## src/rtl/easyaxi_rd_mst_pkg.sv

```systemverilog
`default_nettype none
// ============================================================================
// Module      : easyaxi_rd_mst_pkg
// Description : Shared AXI width/response defines and the read-master package
//               (FSM state type, FIFO entry width and the burst stride helper).
// Revision    : 1.0 - initial release
// ============================================================================

`ifndef EASYAXI_DEFINE_SVH
`define EASYAXI_DEFINE_SVH
`define AXI_ID_W        4
`define AXI_ADDR_W      32
`define AXI_LEN_W       8
`define AXI_SIZE_W      3
`define AXI_BURST_W     2
`define AXI_DATA_W      64
`define AXI_RESP_W      2
`define AXI_RESP_OKAY   2'b00
`define AXI_RESP_SLVERR 2'b10
`define AXI_RESP_DECERR 2'b11
`endif

package easyaxi_rd_mst_pkg;

    typedef enum logic [1:0] {
        ST_IDLE  = 2'd0,
        ST_ISSUE = 2'd1,
        ST_DRAIN = 2'd2,
        ST_DONE  = 2'd3
    } rd_state_e;

    // One FIFO entry is {id, len} of an outstanding burst.
    localparam int c_FIFO_W = `AXI_ID_W + `AXI_LEN_W;

    // Bytes spanned by one burst: (len + 1) << size, in address width.
    function automatic logic [`AXI_ADDR_W-1:0] f_burst_bytes(
        input logic [`AXI_LEN_W-1:0]  len,
        input logic [`AXI_SIZE_W-1:0] size
    );
        logic [`AXI_ADDR_W-1:0] v_beats;
        v_beats = `AXI_ADDR_W'(len) + `AXI_ADDR_W'(1);
        return v_beats << size;
    endfunction

endpackage

`default_nettype wire

```

## src/rtl/easyaxi_ost_fifo.sv

```systemverilog
`default_nettype none
// ============================================================================
// Module      : easyaxi_ost_fifo
// Description : Synchronous FIFO holding outstanding-burst descriptors.
//               dout shows the head entry combinationally. A push and a pop
//               in the same cycle are accepted even when the FIFO is full.
// Ports       : clk, rst (async, active-high), push, pop, din, dout,
//               empty, full
// Revision    : 1.0 - initial release
// ============================================================================

module easyaxi_ost_fifo #(
    parameter int WIDTH = 12,
    parameter int DEPTH = 8
) (
    input  logic             clk,
    input  logic             rst,
    input  logic             push,
    input  logic             pop,
    input  logic [WIDTH-1:0] din,
    output logic [WIDTH-1:0] dout,
    output logic             empty,
    output logic             full
);

    localparam int c_PTR_W = $clog2(DEPTH);

    logic [WIDTH-1:0]   r_mem [DEPTH];
    // Pointers carry one extra wrap bit to tell full from empty.
    logic [c_PTR_W:0]   r_wr_ptr;
    logic [c_PTR_W:0]   r_rd_ptr;
    logic               w_do_push;
    logic               w_do_pop;

    assign empty     = (r_wr_ptr == r_rd_ptr);
    assign full      = (r_wr_ptr[c_PTR_W] != r_rd_ptr[c_PTR_W]) &&
                       (r_wr_ptr[c_PTR_W-1:0] == r_rd_ptr[c_PTR_W-1:0]);
    assign w_do_pop  = pop && !empty;
    // When full, the slot freed by a simultaneous pop is the one written.
    assign w_do_push = push && (!full || w_do_pop);
    assign dout      = r_mem[r_rd_ptr[c_PTR_W-1:0]];

    always_ff @(posedge clk or posedge rst) begin
        if (rst) begin
            r_wr_ptr <= '0;
            r_rd_ptr <= '0;
        end else begin
            if (w_do_push) r_wr_ptr <= r_wr_ptr + 1'b1;
            if (w_do_pop)  r_rd_ptr <= r_rd_ptr + 1'b1;
        end
    end

    always_ff @(posedge clk) begin
        if (w_do_push) r_mem[r_wr_ptr[c_PTR_W-1:0]] <= din;
    end

endmodule

`default_nettype wire

```

## src/rtl/easyaxi_rd_mst.sv

```systemverilog
`default_nettype none
// ============================================================================
// Module      : easyaxi_rd_mst
// Description : AXI read traffic master. On start it issues cfg_num_req read
//               bursts with up to OST_DEPTH outstanding, tracks {id, len} of
//               each in an in-order FIFO and checks every returned R beat,
//               accumulating saturating error/response statistics.
// Ports       : clk, rst (async, active-high)
//               start, cfg_*          - launch pulse and burst configuration
//               busy, done            - status (done is a one-cycle pulse)
//               *_err_cnt, unexp_cnt  - statistics
//               axi_mst_ar*, axi_mst_r* - AXI AR and R channels
// Revision    : 1.0 - initial release
// ============================================================================

module easyaxi_rd_mst
    import easyaxi_rd_mst_pkg::*;
#(
    parameter int OST_DEPTH = 8,
    parameter int CNT_W     = 16
) (
    input  logic                     clk,
    input  logic                     rst,
    input  logic                     start,
    input  logic [CNT_W-1:0]         cfg_num_req,
    input  logic [`AXI_ADDR_W-1:0]   cfg_base_addr,
    input  logic [`AXI_LEN_W-1:0]    cfg_len,
    input  logic [`AXI_SIZE_W-1:0]   cfg_size,
    input  logic [`AXI_BURST_W-1:0]  cfg_burst,
    output logic                     busy,
    output logic                     done,
    output logic [CNT_W-1:0]         id_err_cnt,
    output logic [CNT_W-1:0]         last_err_cnt,
    output logic [CNT_W-1:0]         unexp_cnt,
    output logic [CNT_W-1:0]         resp_err_cnt,
    output logic                     axi_mst_arvalid,
    input  logic                     axi_mst_arready,
    output logic [`AXI_ID_W-1:0]     axi_mst_arid,
    output logic [`AXI_ADDR_W-1:0]   axi_mst_araddr,
    output logic [`AXI_LEN_W-1:0]    axi_mst_arlen,
    output logic [`AXI_SIZE_W-1:0]   axi_mst_arsize,
    output logic [`AXI_BURST_W-1:0]  axi_mst_arburst,
    input  logic                     axi_mst_rvalid,
    output logic                     axi_mst_rready,
    input  logic [`AXI_ID_W-1:0]     axi_mst_rid,
    input  logic [`AXI_DATA_W-1:0]   axi_mst_rdata,
    input  logic [`AXI_RESP_W-1:0]   axi_mst_rresp,
    input  logic                     axi_mst_rlast
);

    localparam int c_OST_W = $clog2(OST_DEPTH) + 1;

    rd_state_e                  r_state;
    logic                       r_busy;
    logic                       r_done;
    logic [CNT_W-1:0]           r_num_req;
    logic [CNT_W-1:0]           r_req_cnt;
    logic [`AXI_ADDR_W-1:0]     r_araddr;
    logic [`AXI_ADDR_W-1:0]     r_stride;
    logic [`AXI_LEN_W-1:0]      r_len;
    logic [`AXI_SIZE_W-1:0]     r_size;
    logic [`AXI_BURST_W-1:0]    r_burst;
    logic [c_OST_W-1:0]         r_ost_cnt;
    logic [`AXI_LEN_W-1:0]      r_beat_cnt;
    logic [CNT_W-1:0]           r_id_err_cnt;
    logic [CNT_W-1:0]           r_last_err_cnt;
    logic [CNT_W-1:0]           r_unexp_cnt;
    logic [CNT_W-1:0]           r_resp_err_cnt;

    logic                       w_launch;
    logic                       w_arvalid;
    logic                       w_ar_hs;
    logic                       w_r_hs;
    logic                       w_beat_chk;
    logic                       w_pop;
    logic                       w_empty;
    logic                       w_full;
    logic [c_FIFO_W-1:0]        w_head;
    logic [`AXI_ID_W-1:0]       w_head_id;
    logic [`AXI_LEN_W-1:0]      w_head_len;
    logic                       w_unused_rdata;

    function automatic logic [CNT_W-1:0] f_sat_inc(input logic [CNT_W-1:0] v);
        return (&v) ? v : v + CNT_W'(1);
    endfunction

    // Read data is accepted without checking.
    assign w_unused_rdata = ^axi_mst_rdata;

    assign w_launch   = (r_state == ST_IDLE) && start;
    // arvalid is built only from registered state, so it cannot drop before
    // arready: req_cnt moves only on a handshake and ost_cnt only falls.
    assign w_arvalid  = (r_state == ST_ISSUE) && (r_req_cnt < r_num_req) &&
                        (r_ost_cnt < c_OST_W'(OST_DEPTH));
    assign w_ar_hs    = w_arvalid && axi_mst_arready;
    assign w_r_hs     = axi_mst_rvalid && r_busy;
    assign w_beat_chk = w_r_hs && !w_empty;
    assign w_pop      = w_beat_chk && axi_mst_rlast;
    assign {w_head_id, w_head_len} = w_head;

    easyaxi_ost_fifo #(
        .WIDTH (c_FIFO_W),
        .DEPTH (OST_DEPTH)
    ) u_ost_fifo (
        .clk   (clk),
        .rst   (rst),
        .push  (w_ar_hs),
        .pop   (w_pop),
        .din   ({axi_mst_arid, r_len}),
        .dout  (w_head),
        .empty (w_empty),
        .full  (w_full)
    );

    // Control FSM plus the AR request state it owns.
    always_ff @(posedge clk or posedge rst) begin
        if (rst) begin
            r_state   <= ST_IDLE;
            r_busy    <= 1'b0;
            r_done    <= 1'b0;
            r_num_req <= '0;
            r_req_cnt <= '0;
            r_araddr  <= '0;
            r_stride  <= '0;
            r_len     <= '0;
            r_size    <= '0;
            r_burst   <= '0;
        end else begin
            case (r_state)
                ST_IDLE: begin
                    if (start) begin
                        r_state   <= ST_ISSUE;
                        r_busy    <= 1'b1;
                        r_num_req <= cfg_num_req;
                        r_req_cnt <= '0;
                        r_araddr  <= cfg_base_addr;
                        r_stride  <= f_burst_bytes(cfg_len, cfg_size);
                        r_len     <= cfg_len;
                        r_size    <= cfg_size;
                        r_burst   <= cfg_burst;
                    end
                end
                ST_ISSUE: begin
                    if (w_ar_hs) begin
                        r_req_cnt <= r_req_cnt + CNT_W'(1);
                        // Running sum equals base + req_cnt * stride.
                        r_araddr  <= r_araddr + r_stride;
                    end
                    if (r_req_cnt == r_num_req) begin
                        r_state <= ST_DRAIN;
                    end
                end
                ST_DRAIN: begin
                    if (r_ost_cnt == '0) begin
                        r_state <= ST_DONE;
                        r_busy  <= 1'b0;
                        r_done  <= 1'b1;
                    end
                end
                ST_DONE: begin
                    r_state <= ST_IDLE;
                    r_done  <= 1'b0;
                end
                default: begin
                    r_state <= ST_IDLE;
                    r_busy  <= 1'b0;
                    r_done  <= 1'b0;
                end
            endcase
        end
    end

    // Outstanding count, beat tracking and statistics.
    always_ff @(posedge clk or posedge rst) begin
        if (rst) begin
            r_ost_cnt      <= '0;
            r_beat_cnt     <= '0;
            r_id_err_cnt   <= '0;
            r_last_err_cnt <= '0;
            r_unexp_cnt    <= '0;
            r_resp_err_cnt <= '0;
        end else begin
            case ({w_ar_hs, w_pop})
                2'b10:   r_ost_cnt <= r_ost_cnt + c_OST_W'(1);
                2'b01:   r_ost_cnt <= r_ost_cnt - c_OST_W'(1);
                default: r_ost_cnt <= r_ost_cnt;
            endcase

            if (w_launch) begin
                r_id_err_cnt   <= '0;
                r_last_err_cnt <= '0;
                r_unexp_cnt    <= '0;
                r_resp_err_cnt <= '0;
            end else if (w_beat_chk) begin
                if (axi_mst_rid != w_head_id) begin
                    r_id_err_cnt <= f_sat_inc(r_id_err_cnt);
                end
                if (axi_mst_rlast != (r_beat_cnt == w_head_len)) begin
                    r_last_err_cnt <= f_sat_inc(r_last_err_cnt);
                end
                if (axi_mst_rresp != `AXI_RESP_OKAY) begin
                    r_resp_err_cnt <= f_sat_inc(r_resp_err_cnt);
                end
            end else if (w_r_hs) begin
                r_unexp_cnt <= f_sat_inc(r_unexp_cnt);
            end

            if (w_beat_chk) begin
                r_beat_cnt <= axi_mst_rlast ? '0 : r_beat_cnt + `AXI_LEN_W'(1);
            end
        end
    end

    assign busy            = r_busy;
    assign done            = r_done;
    assign id_err_cnt      = r_id_err_cnt;
    assign last_err_cnt    = r_last_err_cnt;
    assign unexp_cnt       = r_unexp_cnt;
    assign resp_err_cnt    = r_resp_err_cnt;
    assign axi_mst_arvalid = w_arvalid;
    assign axi_mst_arid    = r_req_cnt[`AXI_ID_W-1:0];
    assign axi_mst_araddr  = r_araddr;
    assign axi_mst_arlen   = r_len;
    assign axi_mst_arsize  = r_size;
    assign axi_mst_arburst = r_burst;
    assign axi_mst_rready  = r_busy;

endmodule

`default_nettype wire
```

## config.mk

```make
export PLATFORM = sky130hd
export DESIGN_NAME = easyaxi_rd_mst
export DESIGN_NICKNAME = d
export VERILOG_FILES = /design/src/rtl/easyaxi_rd_mst_pkg.sv /design/src/rtl/easyaxi_ost_fifo.sv /design/src/rtl/easyaxi_rd_mst.sv
export SDC_FILE = /design/constraint.sdc
export NUM_CORES = 1
export LEC_CHECK = 0
export ABC_AREA = 1
export CAP_MARGIN = 10
export CORE_MARGIN = 2
export CORE_UTILIZATION = 45
export DETAILED_ROUTE_END_ITERATION = 16
export GPL_ROUTABILITY_DRIVEN = 0
export GPL_TIMING_DRIVEN = 0
export PLACE_DENSITY = 0.65
export RECOVER_POWER = 25
export SLEW_MARGIN = 15
export SYNTH_ARGS = -nofsm -noshare
export SYNTH_HDL_FRONTEND = slang
export SYNTH_SLANG_ARGS = --single-unit
```

## constraint.sdc

```tcl
create_clock -name clk -period 11.4 [get_ports clk]
set_clock_uncertainty 0.1 [all_clocks]
set_input_delay 1.71 -clock clk [delete_from_list [all_inputs] [get_ports clk]]
set_output_delay 1.71 -clock clk [all_outputs]
set_load 0.02 [all_outputs]
```

==> flow_metrics.tcl, run 1 <==
set metrics [dict create \
    cts_buffers 31 \
    crit_path_end_kind "async pin" \
    syn_area_mm2 0.0158 \
    worstSetupPathType "in2async" \
    path_cells "dlygate4sd3_1 -> clkinvlp_2" \
    rsz0062_at_grt "false" \
    routed-via-count 14100 \
    synthesis.instances 1962 \
    total_power_mw 4.51 \
    start_kind "input pin" \
    finalCritPeriodShare 0.440 \
    whs_path_depth 1 \
    h-tree-depth 1 \
    vias_per_cell 5.27 \
    path_buf_inv 2 \
    power_frac_clock 0.227 \
    synth_flop_cell "dfrtp_1" \
    grt_antenna_before_repair 3 \
    worst_r2r_path_depth 16 \
    drc_errors 0 \
    synth_top_area_share 0.287 \
    cpPeakStageDelay_ps 2480 \
    r2r_slack_ps 7800 \
    cp-endpoint "r_stride[12]" \
    async_reset_ff_frac 0.653 \
    maxSlewViolCount 97 \
    ant_nets 0 \
    layout.cells.non_filler 2672 \
    cts_sinks 277 \
    die_height_um 191 \
    nets 2377 \
    cts_tree "built" \
    synth-edff-count 96 \
    syn_to_final_growth_pct 22.8 \
    wl_per_cell_um 16.7 \
    wl_um 44700 \
    p_sw_mw 1.93 \
    grt_use_met3 0.0431 \
    setup_violations 0 \
    grt_pass1_wl_um 71200 \
    cts_root_buffer "clkbuf_16" \
    crit_family "buffers and inverters" \
    ios 254 \
    internal_power_mw 2.58 \
    p_comb_frac 0.435 \
    rows 68 \
    insertion_delay_ps 570 \
    grt_overflow_total 0 \
    seq_power_share 0.338 \
    max_freq_mhz 199 \
    path_depth 2 \
    clk_pin_slew_ps 60 \
    hold_path_class "reg2reg" \
    critPathLaunch "rst" \
    cap_violations 1 \
    path_max_fanout 97 \
    fp.dieW_um 191 \
    avgSynthCellArea_um2 8.03 \
    grt_max_degree 98 \
    drive_above_1_share 0.0664 \
    cts_resized 0 \
    grtUsageTotal 0.246 \
    use_met2 0.412 \
    power_leakage_nw 8.65 \
    tightest_slew_ps 4430 \
    placed_cell_area_mm2 0.0183 \
    status "finished, violations left" \
    max_slew_margin -1.97 \
    yosysSeqAreaShare 0.470 \
    ys_types 56 \
    die_area_mm2 0.0365 \
    grt_pass1_vias 13600 \
    synth_area_leaders "dfrtp_1, edfxtp_1, nand2_1, nand3_1, inv_1" \
    post_cts_buffers 0 \
    drt_iter0_markers 1047 \
    preCtsSetupSlack_ps 6400 \
    synth_common_cells "nand2_1, inv_1, nand3_1" \
    post-dp-hpwl_um 33000 \
    setup_ws_ps 6380 \
    clock_path_buffers 3 \
    swShare 0.429 \
    port_buffers 188 \
    hold_viol_final 0 \
    yosysMostFrequentCell "nand2_1" \
    core_area_mm2 0.0345 \
    violations "capacitance limit, slew limit" \
    mappedNetlistNets 2150 \
    vdd_drop_max_mv 0.124 \
    synth.largest_area_cell "dfrtp_1" \
    power.density_mw_per_mm2 233 \
    crit_path_top_delay_cell "clkinvlp_2" \
    r2r-start "u_ost_fifo.r_wr_ptr[1]" \
    synth_seq_cells 277 \
    reg2reg_to "r_ost_cnt[3]" \
    dr.pass1.iters 6 \
    required_ps 11190 \
    finalSetupTns_ps 0 \
    final_cell_area_mm2 0.0194 \
    dp.cells 2611 \
    fin_util 0.560 \
    yosysWarnings 0 \
    hold_buffers 0 \
    gr-max-usage-layer "met2" \
    grt_use_met1 0.325 \
    arrival_ps 4810 \
    initial_utilization 0.456 \
    period_needed_ps 5020 \
    hold_slack_ps 394 \
]
==> cells by family after synthesis <==
| group | Yosys count | share of synthesized area |
|---|---|---|
| and+or+nand+nor | 1039 | 0.285 |
| AOI/OAI and AO/OA | 219 | 0.0830 |
| buffers and inverters | 302 | 0.0785 |
| adders and majority gates | 51 | 0.0415 |
| muxes | 2 | 0.00127 |
| xor gates and xnor gates | 72 | 0.0400 |
| DFF | 277 | 0.470 |
==> how the worst min path moves through the flow <==
| stage | from | endpoint | slack, ps |
|---|---|---|---|
| detailed placement | r_num_req[0] | r_num_req[0] | 370 |
| global placement | axi_mst_arburst[1] | axi_mst_arburst[1] | 370 |
| global route | axi_mst_arburst[0] | axi_mst_arburst[0] | 420 |
| finish | u_ost_fifo.r_rd_ptr[3] | u_ost_fifo.r_rd_ptr[3] | 390 |
| CTS | u_ost_fifo.r_rd_ptr[3] | u_ost_fifo.r_rd_ptr[3] | 400 |
| floorplan | r_stride[15] | r_stride[15] | 350 |
==> cell usage in the layout (no fill, tap or decap), types with 3 or more instances in the layout <==
cell               n
nand2_1          566
inv_1            219
clkdlybuf4s50_1  187
nand3_1          182
dfrtp_1          181
nor2_1           132
o21ai_0          118
edfxtp_1          96
xor2_1            63
nand4_1           57
ha_1              49
nor3_1            46
clkbuf_1          35
a21oi_1           35
clkbuf_16         31
buf_2             20
nor4_1            17
or2_2             16
buf_4             10
o21ai_1           10
o211ai_1           9
o31ai_1            9
xnor2_1            9
clkinv_2           9
buf_6              8
buf_1              8
a31o_2             6
nor3_2             6
nor2_2             5
o22ai_1            5
clkinv_1           5
clkinvlp_4         5
o221ai_1           4
o31ai_2            4
bufinv_16          4
diode_2            3
inv_4              3
a21o_1             3
nand3b_1           3
clkinv_4           3
==> state kept, by name (all words and copies together) (netlist names) <==
register and cells:
axi_mst_araddr 32, r_state 2, r_ost_cnt 4, axi_mst_arlen 8, u_ost_fifo.r_rd_ptr 4, last_err_cnt 16
resp_err_cnt 16, r_req_cnt 16, r_beat_cnt 8, axi_mst_arsize 3, axi_mst_arburst 2, u_ost_fifo.r_mem 96
unexp_cnt 16, r_num_req 16, done 1, id_err_cnt 16, r_stride 16, u_ost_fifo.r_wr_ptr 4
axi_mst_rready 1
==> per-layer routing <==
layer | wire [um] | up-vias
li1 | - | 6944
met1 | 19600 | 6592
met2 | 20900 | 453
met3 | 2880 | 86
met4 | 1310 | 0
met5 | 0 | -
==> layout make-up <==
| class | count | area (um^2) |
|---|---|---|
| fill | 3260 | 15200 |
| sequential | 277 | 7410 |
| multi-input combinational | 1383 | 7140 |
| timing repair buffer | 194 | 1950 |
| inverter | 227 | 861 |
| clock buffer | 32 | 779 |
| tap | 455 | 569 |
| buffer | 75 | 378 |
| clock inverter | 26 | 258 |
| antenna | 3 | 7.51 |
==> power groups by stage <==
stage | registers [mW] | logic [mW] | clock network [mW]
2_1_floorplan | 1.58 | 1.17 | 0
3_3_place_gp | 1.53 | 1.91 | 0
6_report | 1.52 | 1.96 | 1.02
4_1_cts | 1.52 | 1.97 | 1.04
5_1_grt | 1.55 | 2.19 | 1.08
3_5_place_dp | 1.53 | 1.95 | 0
Power figures use the tool's default switching activity.
==> run 2, diff against run 1 <==
==> constraint.sdc (replaced) <==
create_clock -name clk -period 5.1 [get_ports clk]
set_clock_uncertainty 0.1 [all_clocks]
set_input_delay 0.765 -clock clk [delete_from_list [all_inputs] [get_ports clk]]
set_output_delay 0.765 -clock clk [all_outputs]
set_load 0.02 [all_outputs]
==> run 2 against run 1 <==
  * Non-clock buffer count rose by 5
  * The flow still finishes with violations (capacitance limit, slew limit)
  * Flip-flop and latch count did not move
  * Cell area barely moved
  * Clock-buffer cell count rose by 12
  * Worst setup slack got worse by 5100 ps
  * Highest routed layer unchanged
  * Power rose by 120%
  * Critical path depth rose by 7
  * Clock power rose by 110%
  * Sequential share of layout area barely moved
  * First-iteration DRC count fell by 12%
  * Combinational power rose by 120%
  * Register-to-register slack got worse by 6400 ps
==> flow_metrics.tcl, run 2 (synthesis gave the netlist of run 1 again) <==
set metrics [dict create \
    internal_power_mw 5.70 \
    core_area_mm2 0.0345 \
    drive_above_1_share 0.0636 \
    wl_per_cell_um 16.8 \
    initial_utilization 0.456 \
    p_sw_mw 4.26 \
    die_area_mm2 0.0365 \
    power_leakage_nw 8.66 \
    crit_path_end_kind "output pin" \
    arrival_ps 2900 \
    period_needed_ps 3770 \
    start_kind "flop" \
    swShare 0.428 \
    mostFrequentLayoutCell "nand2_1" \
    clk_pin_slew_ps 60 \
    grt_antenna_before_repair 4 \
    hold_buffers 0 \
    hold_viol_final 0 \
    status "finished, violations left" \
    routed-via-count 14100 \
    port_buffers 188 \
    finalSetupTns_ps 0 \
    seq_power_share 0.343 \
    finalCritPeriodShare 0.739 \
    ant_nets 0 \
    rows 68 \
    post-dp-hpwl_um 33500 \
    power.density_mw_per_mm2 515 \
    dr.pass1.iters 7 \
    cts_resized 0 \
    hold_path_class "reg2reg" \
    syn_to_final_growth_pct 22.9 \
    vdd_drop_max_mv 0.290 \
    vias_per_cell 5.26 \
    cts_root_buffer "clkbuf_16" \
    grt_overflow_total 0 \
    cts_buffers 30 \
    maxSlewViolCount 29 \
    power_frac_clock 0.218 \
    max_slew_margin -0.204 \
    grtUsageTotal 0.246 \
    wl_um 45000 \
    cts_sinks 277 \
    ios 254 \
    preCtsSetupSlack_ps 943 \
    setup_violations 0 \
    die_height_um 191 \
    final_cell_mix "nand2_1, inv_1, clkdlybuf4s50_1, nand3_1, dfrtp_1" \
    cts_tree "built" \
    drt_iter0_markers 917 \
    grt_max_degree 35 \
    required_ps 4240 \
    post_cts_buffers 0 \
    fillers 3209 \
    setup_ws_ps 1330 \
    p_comb_frac 0.440 \
    grt_pass1_vias 13700 \
    fp.dieW_um 191 \
    path_max_fanout 10 \
    grt_pass1_wl_um 71200 \
    insertion_delay_ps 560 \
    h-tree-depth 1 \
    violations "capacitance limit, slew limit" \
    max_freq_mhz 265 \
    largest_reg_flops 96 \
    tightest_slew_ps 1810 \
    hold_slack_ps 397 \
    cap_violations 1 \
    worstSetupPathType "reg2out" \
    nets 2381 \
    rsz0062_at_grt "false" \
    clock_path_buffers 3 \
    drc_errors 0 \
]
## run 2: area by class of cell
type	count	area, um^2	area share
antenna	4	10.0	0.000517
buffer	75	378	0.0195
clock buffer	44	855	0.0441
clock inverter	12	118	0.00607
inverter	227	861	0.0445
multi-input combinational	1383	7140	0.369
sequential	277	7410	0.383
tap	455	569	0.0294
timing repair buffer	199	2020	0.104
## run 2: routing by layer
layer  up-vias  GRT usage  part of all wire
met5         -          0                 0
met4         0     0.0740             0.023
met3        71     0.0371             0.065
met2       420      0.413              0.48
met1      6639      0.329              0.43
li1       6948          -                 -
## run 2: worst max-delay path: stages, from the launching register on
cell and delay (ps):
dfrtp_1 400, inv_1 120, ha_1 150, buf_2 220
inv_1 120, nor3_1 270, o2111ai_1 220, inv_1 100
and2_1 130, clkdlybuf4s50_1 600
## run 2: path summary, 6_finish.rpt
kind                       slack, ps                     end  cells after the start                    from
hold / removal                   400      axi_mst_arburst[0]                      2      axi_mst_arburst[0]
setup reg to reg                1410  u_ost_fifo.r_mem[4][3]                     13  u_ost_fifo.r_wr_ptr[1]
max in group asynchronous       1930         resp_err_cnt[3]                      5                     rst
min in group asynchronous        710            r_num_req[3]                      2                     rst
setup / recovery                1330         axi_mst_arvalid                      9              r_state[1]
hold reg to reg                  400      axi_mst_arburst[0]                      2      axi_mst_arburst[0]
## run 2: power groups by stage
stage          clock (mW)  combinational (mW)  sequential [mW]
2_1_floorplan           0                2.61             3.53
3_3_place_gp            0                4.26             3.43
3_5_place_dp            0                4.37             3.44
4_1_cts              2.20                4.40             3.41
5_1_grt              2.30                4.89             3.49
6_report             2.17                4.38             3.41
## run 2: stage by stage
stage / total power, mW / cells / utilization / instance area (um^2)
6_report: 9.96 / 2676 / 0.560 / 19400
5_1_grt: 10.7 / 2675 / 0.560 / 19400
4_1_cts: 10.0 / 2672 / 0.561 / 19400
3_5_place_dp: 7.81 / 2616 / 0.533 / 18400
3_3_place_gp: 7.70 / 2605 / 0.527 / 18200
2_1_floorplan: 6.13 / 1962 / - / 15800
==> run 3, diff against run 2 <==
==> constraint.sdc (replaced) <==
create_clock -name clk -period 3.9 [get_ports clk]
set_clock_uncertainty 0.1 [all_clocks]
set_input_delay 0.585 -clock clk [delete_from_list [all_inputs] [get_ports clk]]
set_output_delay 0.585 -clock clk [all_outputs]
set_load 0.02 [all_outputs]
==> run 3 against run 2 <==
  * First-iteration DRC count grew 3.4%
  * Clock power grew 31%
  * The run still ends with capacitance limit, slew limit left
  * Critical path type is now reg2reg
  * Largest power group unchanged
  * Via count is essentially flat
==> flow_metrics.tcl, run 3 (synthesis gave the netlist of run 1 again) <==
set metrics [dict create \
    post_cts_buffers 0 \
    clk_pin_slew_ps 60 \
    grtUsageTotal 0.246 \
    met2_length_um 21500 \
    cts_buffers 30 \
    reg2reg_to "u_ost_fifo.r_mem[4][3]" \
    mostFrequentLayoutCell "nand2_1" \
    grt_max_degree 35 \
    dp.cells 2616 \
    tightest_slew_ps 1810 \
    rows 68 \
    fin_util 0.561 \
    wl_um 45000 \
    fp.dieW_um 191 \
    drc_errors 0 \
    power_leakage_nw 8.67 \
    initial_utilization 0.456 \
    met3_length_um 2960 \
    holdPathEnd "axi_mst_arburst[0]" \
    grt_overflow_total 0 \
    path_max_fanout 10 \
    arrival_ps 3790 \
    nets 2384 \
    die_area_mm2 0.0365 \
    largest_reg_flops 96 \
    vias_per_cell 5.26 \
    grt_pass1_wl_um 71200 \
    drt_iter0_markers 948 \
    whs_path_depth 2 \
    routed-via-count 14100 \
    layout.cells.non_filler 2679 \
    power.density_mw_per_mm2 673 \
    rsz0062_at_grt "false" \
    period_needed_ps 3630 \
    setup_violations 0 \
    worstHoldStart "axi_mst_arburst[0]" \
    clock_path_buffers 3 \
    worst_r2r_path_depth 12 \
    ant_nets 0 \
    final_cell_mix "nand2_1, inv_1, clkdlybuf4s50_1, nand3_1, dfrtp_1" \
    r2r_slack_ps 270 \
    hold_viol_final 0 \
    r2r-start "r_state[1]" \
    port_buffers 188 \
    hold_path_class "reg2reg" \
    placed_cell_area_mm2 0.0184 \
    syn_to_final_growth_pct 22.9 \
    h-tree-depth 1 \
    maxSlewViolCount 29 \
    worstSetupPathType "reg2reg" \
    total_power_mw 13.0 \
    core_area_mm2 0.0345 \
    fillers 3211 \
    met1_length_um 19500 \
    top_layer "met4" \
    final_cell_area_mm2 0.0194 \
    cts_root_buffer "clkbuf_16" \
    vdd_drop_max_mv 0.380 \
    dr.pass1.iters 5 \
    violations "capacitance limit, slew limit" \
    insertion_delay_ps 560 \
    grt_antenna_before_repair 4 \
    ios 254 \
    required_ps 4060 \
    post-dp-hpwl_um 33500 \
    crit_path_end_kind "flop" \
    max_freq_mhz 276 \
    hold_buffers 0 \
    cts_tree "built" \
    status "finished, violations left" \
    grt_pass1_vias 13700 \
    finalSetupTns_ps 0 \
    drive_above_1_share 0.0649 \
    die_height_um 191 \
    cap_violations 1 \
    cts_resized 0 \
    wl_per_cell_um 16.8 \
    finalCritPeriodShare 0.930 \
    max_slew_margin -0.205 \
    start_kind "flop" \
    cts_sinks 277 \
]
[run 3: changes by cell type in the layout (fill, tap and decap cells not counted)]
cell,delta
buf_12,-1
buf_4,+3
clkbuf_2,+1
[run 3: worst max-delay path: stages, from the launching register on]
cell and delay (ps):
dfrtp_1 400, inv_1 120, ha_1 150, buf_2 220, inv_1 120, nor3_1 270, o2111ai_1 230, inv_1 110
nand3_1 250, nor2_4 230, nand2_1 180, nor3_2 650, buf_4 290
[run 3: report_power, final]
group / switching, mW / internal (mW) / leakage [nW]
Sequential: 0.721 / 3.74 / 3.25
Combinational: 3.66 / 2.08 / 4.94
Clock: 1.19 / 1.65 / 0.478
Total: 5.57 / 7.46 / 8.67
[run 3: cell type report]
| type | count | area (um^2) | area share |
|---|---|---|---|
| well taps | 455 | 569 | 0.0294 |
| flip-flops and latches | 277 | 7410 | 0.383 |
| inverters | 227 | 861 | 0.0444 |
| plain buffers | 75 | 378 | 0.0195 |
| repair buffers | 202 | 2030 | 0.105 |
| clock buffers | 44 | 855 | 0.0441 |
| diodes | 4 | 10.0 | 0.000517 |
| multi-input cells | 1383 | 7140 | 0.368 |
| clock inverters | 12 | 118 | 0.00607 |
[run 3: metrics by stage]
step | setup slack [ps] | hold slack (ps)
after global placement | -879 | 369
after floorplan | 844 | 350
after CTS | 240 | 317
after detailed placement | -77.1 | 382
final | 272 | 397
after global routing | 5.74 | 406
[run 3: layer usage]
layer | track usage | vias to the layer above
met5 | 0 | -
met4 | 0.0740 | 0
met3 | 0.0371 | 77
met2 | 0.413 | 420
met1 | 0.329 | 6627
li1 | - | 6958
[run 3: how the worst max path moves through the flow]
stage | depth (start not counted) | from | end | slack (ps)
CTS | 13 | u_ost_fifo.r_wr_ptr[1] | u_ost_fifo.r_mem[4][4] | 240
global route | 12 | r_state[1] | u_ost_fifo.r_mem[4][4] | 6
detailed placement | 10 | axi_mst_rvalid | u_ost_fifo.r_mem[4][3] | -80
global placement | 9 | axi_mst_rvalid | u_ost_fifo.r_mem[0][0] | -880
finish | 12 | r_state[1] | u_ost_fifo.r_mem[4][3] | 270
floorplan | 13 | u_ost_fifo.r_rd_ptr[0] | u_ost_fifo.r_mem[0][0] | 840
